<file path="src/rtl/ifmaps_fifo_window_reader.sv">
// Read side of the 5-row ifmaps FIFO: pops one column per read and streams sliding 5x5 windows.
// Define IFMAP_ZERO_PAD_EN to add two zero columns on each edge of every strip.
module ifmaps_fifo_window_reader #(
  parameter int unsigned DATA_WIDTH  = 1,
  parameter int unsigned IFMAP_WIDTH = 32,
  parameter int unsigned CNT_W       = 8
) (
  input  logic                      clk,
  input  logic                      rst,
  input  logic                      start,
  input  logic                      fifo_empty,
  output logic                      fifo_read,
  input  logic [DATA_WIDTH-1:0]     fifo_row0_in,
  input  logic [DATA_WIDTH-1:0]     fifo_row1_in,
  input  logic [DATA_WIDTH-1:0]     fifo_row2_in,
  input  logic [DATA_WIDTH-1:0]     fifo_row3_in,
  input  logic [DATA_WIDTH-1:0]     fifo_row4_in,
  output logic                      win_valid,
  input  logic                      win_ready,
  output logic [25*DATA_WIDTH-1:0]  win_data,
  output logic [CNT_W-1:0]          win_col_idx,
  output logic                      strip_done,
  output logic                      busy
);

  localparam int unsigned ColW = 5 * DATA_WIDTH;

`ifdef IFMAP_ZERO_PAD_EN
  localparam int unsigned PadCols = 2;
  localparam logic [CNT_W:0] PadLoEnd   = (CNT_W+1)'(PadCols);
  localparam logic [CNT_W:0] PadHiStart = (CNT_W+1)'(IFMAP_WIDTH + PadCols);
`else
  localparam int unsigned PadCols = 0;
`endif

  localparam int unsigned    TotalCols  = IFMAP_WIDTH + 2 * PadCols;
  localparam logic [CNT_W:0] TotalColsC = (CNT_W+1)'(TotalCols);
  localparam logic [CNT_W-1:0] WidthC   = CNT_W'(IFMAP_WIDTH);
  localparam logic [CNT_W-1:0] LastIdx  = CNT_W'(TotalCols - 5);

  typedef enum logic [1:0] {StIdle, StFill, StStream, StDone} state_e;

  state_e                  state_q, state_d;
  logic [CNT_W-1:0]        cols_read_q, cols_read_d;
  logic [CNT_W:0]          col_in_q, col_in_d;
  logic [2:0]              fill_cnt_q, fill_cnt_d;
  logic                    rd_inflight_q, rd_inflight_d;
  logic [ColW-1:0]         pend_q, pend_d;
  logic                    pend_valid_q, pend_valid_d;
  logic [4:0][ColW-1:0]    win_q, win_d;
  logic                    win_valid_q, win_valid_d;
  logic [CNT_W-1:0]        win_col_idx_q, win_col_idx_d;

  logic            active, slot_free, cols_left, next_is_pad, pad_in, new_col, xfer;
  logic [ColW-1:0] new_data;

`ifdef IFMAP_ZERO_PAD_EN
  assign next_is_pad = (col_in_q < PadLoEnd) || (col_in_q >= PadHiStart);
`else
  assign next_is_pad = 1'b0;
`endif

  assign active    = (state_q == StFill) || (state_q == StStream);
  assign slot_free = ((state_q == StFill) && (fill_cnt_q < 3'd5)) ||
                     ((state_q == StStream) && !pend_valid_q);
  assign cols_left = col_in_q < TotalColsC;
  // Pad columns cost no pop; they enter on the same terms as a captured FIFO column.
  assign fifo_read = active && !fifo_empty && (cols_read_q < WidthC) && !rd_inflight_q &&
                     slot_free && !next_is_pad && cols_left;
  assign pad_in    = active && !rd_inflight_q && slot_free && next_is_pad && cols_left;
  assign new_col   = rd_inflight_q || pad_in;
  assign new_data  = rd_inflight_q ?
                     {fifo_row4_in, fifo_row3_in, fifo_row2_in, fifo_row1_in, fifo_row0_in} : '0;
  assign xfer      = win_valid_q && win_ready;

  always_comb begin
    state_d       = state_q;
    cols_read_d   = cols_read_q;
    col_in_d      = col_in_q;
    fill_cnt_d    = fill_cnt_q;
    rd_inflight_d = fifo_read;
    pend_d        = pend_q;
    pend_valid_d  = pend_valid_q;
    win_d         = win_q;
    win_valid_d   = win_valid_q;
    win_col_idx_d = win_col_idx_q;

    if (rd_inflight_q) cols_read_d = cols_read_q + CNT_W'(1);
    if (new_col)       col_in_d    = col_in_q + (CNT_W+1)'(1);

    unique case (state_q)
      StIdle: begin
        if (start) begin
          state_d       = StFill;
          cols_read_d   = '0;
          col_in_d      = '0;
          fill_cnt_d    = '0;
          pend_valid_d  = 1'b0;
          win_col_idx_d = '0;
        end
      end
      StFill: begin
        if (new_col) begin
          win_d      = {new_data, win_q[4:1]};
          fill_cnt_d = fill_cnt_q + 3'd1;
          if (fill_cnt_q == 3'd4) begin
            state_d     = StStream;
            win_valid_d = 1'b1;
            fill_cnt_d  = '0;
          end
        end
      end
      StStream: begin
        if (xfer) begin
          if (win_col_idx_q == LastIdx) begin
            state_d     = StDone;
            win_valid_d = 1'b0;
          end else begin
            win_col_idx_d = win_col_idx_q + CNT_W'(1);
            if (pend_valid_q) begin
              win_d        = {pend_q, win_q[4:1]};
              pend_valid_d = 1'b0;
            end else begin
              // Column 4 is rewritten when the missing column lands.
              win_d       = {new_data, win_q[4:1]};
              win_valid_d = new_col;
            end
          end
        end else if (!win_valid_q) begin
          if (new_col) begin
            win_d[4]    = new_data;
            win_valid_d = 1'b1;
          end
        end else if (new_col) begin
          pend_d       = new_data;
          pend_valid_d = 1'b1;
        end
      end
      StDone: state_d = StIdle;
      default: state_d = StIdle;
    endcase
  end

  always_ff @(posedge clk) begin
    if (rst) begin
      state_q       <= StIdle;
      cols_read_q   <= '0;
      col_in_q      <= '0;
      fill_cnt_q    <= '0;
      rd_inflight_q <= 1'b0;
      pend_q        <= '0;
      pend_valid_q  <= 1'b0;
      win_q         <= '0;
      win_valid_q   <= 1'b0;
      win_col_idx_q <= '0;
    end else begin
      state_q       <= state_d;
      cols_read_q   <= cols_read_d;
      col_in_q      <= col_in_d;
      fill_cnt_q    <= fill_cnt_d;
      rd_inflight_q <= rd_inflight_d;
      pend_q        <= pend_d;
      pend_valid_q  <= pend_valid_d;
      win_q         <= win_d;
      win_valid_q   <= win_valid_d;
      win_col_idx_q <= win_col_idx_d;
    end
  end

  assign win_valid   = win_valid_q;
  assign win_data    = win_q;
  assign win_col_idx = win_col_idx_q;
  assign strip_done  = (state_q == StDone);
  assign busy        = (state_q != StIdle);

endmodule

</file>
<file path="config.mk">
export PLATFORM = sky130hd
export DESIGN_NAME = ifmaps_fifo_window_reader
export DESIGN_NICKNAME = d
export VERILOG_FILES = /design/src/rtl/ifmaps_fifo_window_reader.sv
export SDC_FILE = /design/constraint.sdc
export NUM_CORES = 1
export LEC_CHECK = 0
export BUFFER_PORTS_ARGS = -buffer_cell sky130_fd_sc_hd__buf_4
export CORE_AREA = 2 2 78 80
export DETAILED_ROUTE_END_ITERATION = 7
export DIE_AREA = 0 0 80 82
export PLACE_DENSITY = 0.82
export SETUP_SLACK_MARGIN = 0.15
export SLEW_MARGIN = 20
export SYNTH_ARGS = -nofsm -noshare
export SYNTH_HDL_FRONTEND = slang
export SYNTH_SLANG_ARGS = --single-unit
</file>
<file path="constraint.sdc">
create_clock -name clk -period 2.05 [get_ports clk]
set_clock_uncertainty 0.05 [all_clocks]
set_input_delay 0.205 -clock clk [delete_from_list [all_inputs] [get_ports clk]]
set_output_delay 0.205 -clock clk [all_outputs]
set_load 0.1 [all_outputs]
</file>
# Word level (Yosys, flattened, before mapping)
# Cells that the tools add are included.
[word_totals] out_inout_bits=37 reg_bits=63 elab_cells=107 in_bits=10
[classes] bitwise_logic=1 addsub=4 magnitude_cmp=3 muxes=43 eq_ne=16 n_reduce_logical=26
[op_table] operator="two-way mux 25 bit" n=3
[op_table] operator="case mux 25 bit (2 select lines)" n=1
[op_table] operator="two-way mux 8 bit" n=6
[op_table] operator="two-way mux 9 bit" n=3
[op_table] operator="two-way mux 20 bit" n=1
[op_table] operator="two-way mux 5 bit" n=4
[op_table] operator="adder 8 x 1 -> 8 bit (second input constant)" n=2
[op_table] operator="case mux 8 bit (2 select lines)" n=1
[op_table] operator="AND reduction 4 bit" n=4
[op_table] operator="AND reduction 5 bit" n=3
[op_table] operator="two-way mux 1 bit" n=12
[op_table] operator="inequality test 3 bit (second input constant)" n=4
[op_table] operator="two-way mux 2 bit" n=5
[op_table] operator="adder 9 x 1 -> 9 bit (second input constant)" n=1
[op_table] operator="less-than comparator 9 x 6 -> 1 bit (second input constant)" n=1
[op_table] operator="two-way mux 3 bit" n=3
[op_table] operator="equality test 8 x 5 -> 1 bit (second input constant)" n=1
[op_table] operator="logical AND 1 bit" n=8
[op_table] operator="less-than comparator 8 x 6 -> 1 bit (second input constant)" n=1
[op_table] operator="inequality test 2 bit (second input constant)" n=4
[op_table] operator="case mux 2 bit (4 select lines)" n=1
[op_table] operator="nonzero test 2 bit" n=4
[op_table] operator="case mux 3 bit (2 select lines)" n=1
[op_table] operator="equality test 2 bit (second input constant)" n=2
[op_table] operator="other kinds (12)" n=17

# Longest topological paths before layout
# Gate-level depths: netlist of run 1.
[depth] ltp_word=7 ltp_mapped=8 ltp_nobuf=6

# Worst setup path after synthesis of run 1
# OpenSTA, ideal clock, no wires.
[synth_path] path_type="register to output" from="reg rd_inflight_q, in the netlist new_col" to="out fifo_read" arrival_ns=2.195 path_stages_with_launch=6 required_time_ns=1.795 setup_slack_ns=-0.400 path_buffers=2 path_cell_list="dfxtp_1 buf_6 buf_6 nor4_1 nand4b_1 nor2_1"
[synth_via] elab_chain_len=4
[synth_rtl] element="start, declared" line_no="47" source="logic rd_inflight_q, rd_inflight_d;"
[synth_rtl] element="start signal, assigned" line_no="161" source="rd_inflight_q <= rd_inflight_d;"
[synth_rtl] element="logical NOT 1 bit"
[synth_rtl] element="logical AND 1 bit (2 in a row)" line_no="68" source="assign fifo_read = active && !fifo_empty && (cols_read_q < WidthC) && !rd_inflight_q &&"
[synth_rtl] element="logical AND 1 bit" line_no="69" source="slot_free && !next_is_pad && cols_left;"
[synth_rtl] element="end, declared" line_no="12" source="output logic fifo_read,"
# No other way between the ends.

# Worst setup path in the final report of run 1
[layout_path] from="reg state_q[1]" to="out fifo_read"
[layout_via] elab_chain_len=7 elab_cells_between_ends=11 cone_classes="2 x eq/ne; 9 x reduce/logical"
[layout_rtl] element="start, declared" line_no="43" source="state_e state_q, state_d;"
[layout_rtl] element="start signal, assigned" line_no="146" source="state_q <= StIdle;"
[layout_rtl] element="start signal, assigned" line_no="157" source="state_q <= state_d;"
[layout_rtl] element="equality test 2 x 1 -> 1 bit / equality test 2 bit (equally long branches)" line_no="63, 64, 65"
[layout_rtl] element="logical OR 1 bit" line_no="63" source="assign active = (state_q == StFill) || (state_q == StStream);"
[layout_rtl] element="logical AND 1 bit (3 in a row)" line_no="68"
[layout_rtl] element="logical AND 1 bit (*)" line_no="68"
[layout_rtl] element="logical AND 1 bit (*)" line_no="69"
# Mark *: on every way between the ends. The rest lies on a longest branch, timed or not.

==> flow_metrics.py, run 1 <==
metrics = {
    "sta": {
        "max_slew_vio_count": 0,
        "finalWorstPathRequiredPeriod_ns": 1.85,
        "tightestPinTransition_ns": 0.507,
        "setup_viol": 0,
        "worst_slew_margin_rel": 0.652,
        "hold_violations": 0,
        "final_min_period_over_clock_period": 0.900,
        "fin_tns_setup_ns": 0,
        "setup_ws_ns": 0.205,
        "max_freq_mhz": 542,
        "unrepaired_setup_endpoints_after_global_routing": "no",
        "holdWs_ns": 0.0504,
    },
    "grt": {
        "antenna_found_initial": 0,
        "grt_max_degree": 27,
        "groute.usage.overall": 0.206,
        "grt_first_pass_wirelength_um": 10500,
        "first_global_vias": 2366,
        "globalRoute.totalOverflow": 0,
    },
    "layout": {
        "layout-drive-gt1-share": 0.295,
        "finalInstanceArea_um2": 3810,
        "layout_commonest_cell": "buf_4",
        "layout.cells.most_common_list": "54 x buf_4, 52 x dfxtp_1, 46 x nor2_1, 33 x mux2i_1, 18 x nand2_1",
        "fillers": 465,
        "layout.nets": 390,
        "regArea_um2": 1280,
        "diodes": 0,
        "multi_input_comb_area_um2": 1650,
        "syn2layout_area_growth_pct": 20.6,
    },
    "critical_path": {
        "critical-path-slowest-cell": "dfxtp_4",
        "cpPeakStageDelay_ns": 0.38,
        "worst-path-max-fanout": 8,
        "setup.worst_path.class": "flop to output port",
        "crit_chain": "inv_2 > ha_1 > buf_4 > a2bb2oi_4 > nor2_4 > buf_12",
        "worst_ep_arrival_time_ns": 1.59,
        "cp-start-kind": "flop",
        "end_kind": "output port",
        "worst_path_dominant_cell_family": "buffers and inverters",
        "worst-endpoint-required_ns": 1.79,
        "critical_path_buf_inv_count": 3,
    },
    "floorplan": {
        "fp.dieW_um": 80,
        "initial_core_util": 0.550,
        "design.core.area_um2": 5750,
        "num_io_pins": 47,
        "core.rowCount": 28,
        "fp.dieArea_um2": 6560,
        "floorplan.die.height_um": 82,
    },
    "pwr": {
        "static-leakage-power_nw": 1.50,
        "vdd_ir_drop_max_mv": 0.784,
        "power_density_nw_per_um2": 1040,
    },
    "synth": {
        "synth.yosys.seq_area_share": 0.399,
        "synth.ff_latch_count": 63,
        "synth_cells": 338,
        "yosys_warnings": 0,
        "synth.distinct_cells": 49,
        "syn_nets": 357,
        "synth.avg_cell_area_um2": 9.35,
        "cell_type_with_the_highest_aggregate_area_in_the_netlist": "dfxtp_1",
        "syn_area_um2": 3160,
        "yosysTopAreaCellShare": 0.399,
        "ys_top_cells_by_area": "dfxtp_1 40%, mux2i_1 10%, buf_4 5.9%",
    },
    "route": {
        "vias": 2471,
        "avgRoutedWirePerCell_um": 14.2,
        "remaining_drc_errors": 0,
        "detail_route.vias_per_cell": 5.48,
        "initialDrtViolationCount": 77,
        "total_iterations_of_the_first_detailed_routing_run": 4,
        "postRouteWirelength_um": 6410,
        "final_antenna_net_count": 0,
    },
    "clock_network": {
        "cts_buffers": 9,
        "cts_max_path_buffers": 2,
        "clkSinkCount": 63,
        "worst_skew_pair.late_latency_ns": 0.34,
        "tritoncts": "built",
        "h-tree-depth": 3,
        "worst_setup_hold_path_clk_slew_ns": 0.07,
        "cts.root.buffer_cell": "clkbuf_8",
    },
    "placement": {
        "hpwl_um": 4550,
        "port_buffers": 46,
        "dpl-instance-area_um2": 3430,
        "detailedPlace.worstSlack_ns": -0.00127,
        "gp_congestion": 0.839,
    },
    "run_status": {
        "run_status": "finished clean",
    },
    "flow_run": {
        "max-cap-violations": 0,
    },
    "min_path": {
        "hp-class": "primary input to flop",
    },
}
worst register-to-register path: cells and delay by family, from the launching register on:
family | cells | cell delay, ns
and+or+nand+nor | 1 | 0.22
adders and majority gates | 1 | 0.21
buffers and inverters | 3 | 0.39
DFF | 1 | 0.38
AOI/OAI and AO/OA | 3 | 0.46
kinds of logic (layout without fill, tap and decap cells):
group	count (synthesis)	count (layout)	share of synthesized area
AOI/OAI and AO/OA	42	42	0.110
DFF	63	63	0.399
adders and majority gates	9	9	0.0356
and+or+nand+nor	124	124	0.206
muxes	34	34	0.108
xor gates and xnor gates	15	15	0.0416
buffers and inverters	51	89	0.100
state kept, by name (all words and copies together) (netlist names):
name,flops
col_in_q,9
cols_read_q,8
fill_cnt_q,3
new_col,1
pend_q,5
pend_valid_q,1
state_q,2
win_col_idx,8
win_data,25
win_valid,1
worst paths after layout:
path	from	to	slack, ns	cells past startpoint
worst max-delay path	state_q[1]	fifo_read	0.20	6
worst min-delay path	fifo_row1_in	pend_q[1]	0.05	3
worst max register to register	state_q[1]	win_data[23]	0.25	8
worst min register to register	fill_cnt_q[1]	fill_cnt_q[1]	0.44	2
stage by stage:
step,cells,power [W],util
2_1_floorplan,338,0.00220,-
3_5_place_dp,430,0.00244,0.597
4_1_cts,446,0.00392,0.651
6_report,451,0.00398,0.664
5_1_grt,451,0.00414,0.664
3_3_place_gp,430,0.00241,0.597
power by group:
part	total, W	internal [W]	leakage, nW	switching (W)
registers	0.00134	0.00128	0.514	0.0000635
clock network	0.00140	0.000929	0.126	0.000471
logic	0.00124	0.000481	0.862	0.000763
total	0.00398	0.00269	1.50	0.00130
timing repair:
| item | CTS | global route |
|---|---|---|
| setup buffers | 0 | 5 |
| hold buffers | 0 | 0 |
| resized for setup | 10 | 6 |
| pin swaps | 1 | 5 |
| setup endpoints to repair | 31 | 17 |
| cloned | 0 | 0 |
Yosys cell counts, drive strengths merged:
master	number
a21boi	1
a221oi	5
xnor2	8
a41o	5
a21oi	9
nand3	12
o32ai	1
a22oi	1
and2b	2
nand4b	2
o21ai	10
nand4	9
a2bb2oi	1
nor3b	3
and3	3
a22o	1
clkbuf	4
nand2b	3
o2111a	1
o31a	1
o211ai	3
inv	15
ha	9
nand3b	1
and4bb	1
a211o	1
and2	1
nor2	47
or2	5
a211oi	2
nor4	7
nand2	18
dfxtp	63
dlygate4sd1	1
mux2i	33
nor4bb	1
nor3	2
or3	6
and3b	1
mux2	1
buf	31
xor2	7
routing by layer:
metal  vias to the layer above  routed length [um]  share of wire  global-route usage
met4                         0                  92          0.014               0.108
li1                       1223                   -              -                   -
met5                         -                   0              0                   0
met2                        58                3190           0.50               0.374
met3                        11                 348          0.054              0.0407
met1                      1179                2780           0.43               0.228
cell type report:
| class | count | area share |
|---|---|---|
| clock buffer | 10 | 0.0335 |
| clock inverter | 6 | 0.0348 |
| inverter | 15 | 0.0148 |
| multi-input combinational | 224 | 0.433 |
| sequential | 63 | 0.336 |
| tap | 75 | 0.0246 |
| timing repair buffer | 58 | 0.123 |
Note: power is estimated with default switching activity, not from simulation.
==> run 2, diff against run 1 <==
--- a/config.mk
+++ b/config.mk
@@ -5,11 +5,12 @@
 export SDC_FILE = /design/constraint.sdc
 export NUM_CORES = 1
 export LEC_CHECK = 0
-export BUFFER_PORTS_ARGS = -buffer_cell sky130_fd_sc_hd__buf_4
-export CORE_AREA = 2 2 78 80
+export BUFFER_PORTS_ARGS = -buffer_cell sky130_fd_sc_hd__buf_2
+export CORE_AREA = 2 2 77 79
+export CTS_BUF_LIST = sky130_fd_sc_hd__clkbuf_2 sky130_fd_sc_hd__clkbuf_4 sky130_fd_sc_hd__clkbuf_8
 export DETAILED_ROUTE_END_ITERATION = 7
-export DIE_AREA = 0 0 80 82
-export PLACE_DENSITY = 0.82
+export DIE_AREA = 0 0 79 81
+export PLACE_DENSITY = 0.84
 export SETUP_SLACK_MARGIN = 0.15
 export SLEW_MARGIN = 20
 export SYNTH_ARGS = -nofsm -noshare
==> constraint.sdc (replaced) <==
create_clock -name clk -period 2.05 [get_ports clk]
set_clock_uncertainty 0.05 [all_clocks]
set_input_delay 0.205 -clock clk [delete_from_list [all_inputs] [get_ports clk]]
set_output_delay 0.205 -clock clk [all_outputs]
set_load 0.01 [all_outputs]
==> run 2 against run 1 <==
Via count grew 0.69%; routed wire length increased by 3.4%; power decreased by 6.7%; worst hold slack improved by 0.012 ns; global-route usage down 0.21 points; clock power fell by 6%; critical endpoint is now win_data[3].
==> flow_metrics.py, run 2 (synthesized netlist as in run 1, its figures left out) <==
metrics = {
    "clock_network": {
        "cts_max_path_buffers": 2,
        "cts_buffers": 9,
        "cts_hold_buffers": 0,
        "worst_setup_hold_path_clk_slew_ns": 0.07,
        "h-tree-depth": 3,
        "tritoncts": "built",
        "cts.root.buffer_cell": "clkbuf_8",
        "clkSinkCount": 63,
        "worst_skew_pair.late_latency_ns": 0.34,
    },
    "layout": {
        "largest_reg_flops": 25,
        "layout.nets": 391,
        "layout_commonest_cell": "dfxtp_1",
        "layout-drive-gt1-share": 0.281,
        "diodes": 0,
        "layout.cells.most_common_list": "61 x dfxtp_1, 47 x nor2_1, 46 x buf_2, 32 x mux2i_1, 18 x nand2_1",
        "syn2layout_area_growth_pct": 17.1,
    },
    "placement": {
        "gp_congestion": 0.862,
        "hpwl_um": 4250,
        "port_buffers": 46,
    },
    "pwr": {
        "share_comb_of_total_power": 0.287,
        "netSwitchingPower_w": 0.00112,
        "clock_share_of_power": 0.352,
        "sw_frac_of_total": 0.302,
        "power_density_nw_per_um2": 1000,
        "seq_power_share": 0.361,
        "static-leakage-power_nw": 1.50,
        "vdd_ir_drop_max_mv": 0.614,
        "internal-power_w": 0.00259,
        "total_power_w": 0.00371,
    },
    "sta": {
        "tightestPinTransition_ns": 0.567,
        "max_freq_mhz": 539,
        "max_slew_vio_count": 0,
        "unrepaired_setup_endpoints_after_global_routing": "no",
        "holdWs_ns": 0.0628,
        "worst_slew_margin_rel": 0.621,
        "setup_viol": 0,
        "hold_violations": 0,
        "fin_tns_setup_ns": 0,
        "finalWorstPathRequiredPeriod_ns": 1.85,
        "final_min_period_over_clock_period": 0.905,
    },
    "route": {
        "detail_route.vias_per_cell": 5.50,
        "postRouteWirelength_um": 6630,
        "initialDrtViolationCount": 103,
        "final_antenna_net_count": 0,
        "avgRoutedWirePerCell_um": 14.7,
        "total_iterations_of_the_first_detailed_routing_run": 4,
        "vias": 2488,
        "remaining_drc_errors": 0,
    },
    "floorplan": {
        "initial_core_util": 0.557,
        "fp.dieArea_um2": 6400,
        "fp.dieW_um": 79,
        "design.core.area_um2": 5680,
        "num_io_pins": 47,
        "floorplan.die.height_um": 81,
        "core.rowCount": 28,
    },
    "flow_run": {
        "max-cap-violations": 0,
    },
    "grt": {
        "grt_util_met2": 0.329,
        "groute.usage.overall": 0.204,
        "globalRoute.totalOverflow": 0,
        "gr-usage-met3": 0.0689,
        "grt.met1_usage": 0.245,
        "grt_first_pass_wirelength_um": 10100,
        "antenna_found_initial": 0,
        "grt_max_degree": 27,
        "first_global_vias": 2184,
        "grt-busiest-layer": "met2",
    },
    "critical_path": {
        "critical_path.reg2reg.startpoint": "state_q[0]",
        "capturing_point_of_the_worst_reg2reg_path": "win_data[3]",
        "worst-path-max-fanout": 8,
        "cp-start-kind": "flop",
        "worst-endpoint-required_ns": 2.22,
        "setup.worst_path.start": "state_q[0]",
        "end_kind": "flop",
        "setup.worst_path.class": "flop to flop",
        "r2r.worst_path.cells": 8,
        "worst-r2r-setup-slack_ns": 0.20,
        "worst_ep_arrival_time_ns": 2.03,
    },
    "min_path": {
        "worstHoldPathCells": 3,
        "hp-class": "primary input to flop",
        "min_delay_worst_endpoint": "pend_q[3]",
        "hold_path.startpoint": "fifo_row3_in",
    },
    "run_status": {
        "run_status": "finished clean",
    },
}
-- run 2: how the worst max path moves through the flow --
stage                        end  slack (ns)  cells past startpoint
floorplan           win_data[20]        0.30                      7
global placement    win_data[21]        0.13                      6
detailed placement   win_data[2]       0.003                      7
CTS                    fifo_read        0.15                      5
global route        win_data[10]        0.14                      7
finish               win_data[3]        0.20                      8
-- run 2: per-stage QoR --
stage / std cells / utilization / instance area (um^2) / worst slack [ns]
after global routing: 452 / 0.652 / 3700 / 0.137
after detailed placement: 429 / 0.580 / 3290 / 0.00336
final: 452 / 0.652 / 3700 / 0.195
after floorplan: 338 / - / 3160 / 0.301
after CTS: 445 / 0.627 / 3560 / 0.149
after global placement: 429 / 0.580 / 3290 / 0.128
-- run 2: critical path, cell delays in order, from the launching register on --
cell       delay [ns]
dfxtp_2          0.37
inv_2            0.07
ha_4             0.19
nor4bb_4         0.17
a211oi_4         0.32
buf_6            0.17
clkbuf_16        0.15
mux2i_1          0.19
nor2_1           0.06
-- run 2: timing repair --
item / CTS / global route
setup buffers: 0 / 4
gates resized for setup: 5 / 11
endpoints found under the setup margin: 29 / 29
cloned: 0 / 3
pin swaps: 0 / 4
-- run 2: metal layers --
metal	share of wire	vias to the layer above
li1	-	1238
met1	0.44	1193
met2	0.50	46
met3	0.040	11
met4	0.016	0
met5	0	-
-- run 2: area by class of cell --
| class | count | area [um^2] |
|---|---|---|
| inverters | 15 | 56.3 |
| clock inverters | 7 | 121 |
| flip-flops and latches | 63 | 1270 |
| multi-input cells | 224 | 1650 |
| repair buffers | 59 | 393 |
| well taps | 75 | 93.8 |
| clock buffers | 9 | 124 |
| fillers | 478 | 1970 |
-- run 2: power by group through the flow --
stage          combinational (W)  clock, W  sequential, W
4_1_cts                 0.000862   0.00133        0.00133
3_5_place_dp            0.000834         0        0.00135
6_report                 0.00107   0.00131        0.00134
5_1_grt                  0.00114   0.00141        0.00135
2_1_floorplan           0.000655         0        0.00133
3_3_place_gp            0.000816         0        0.00135
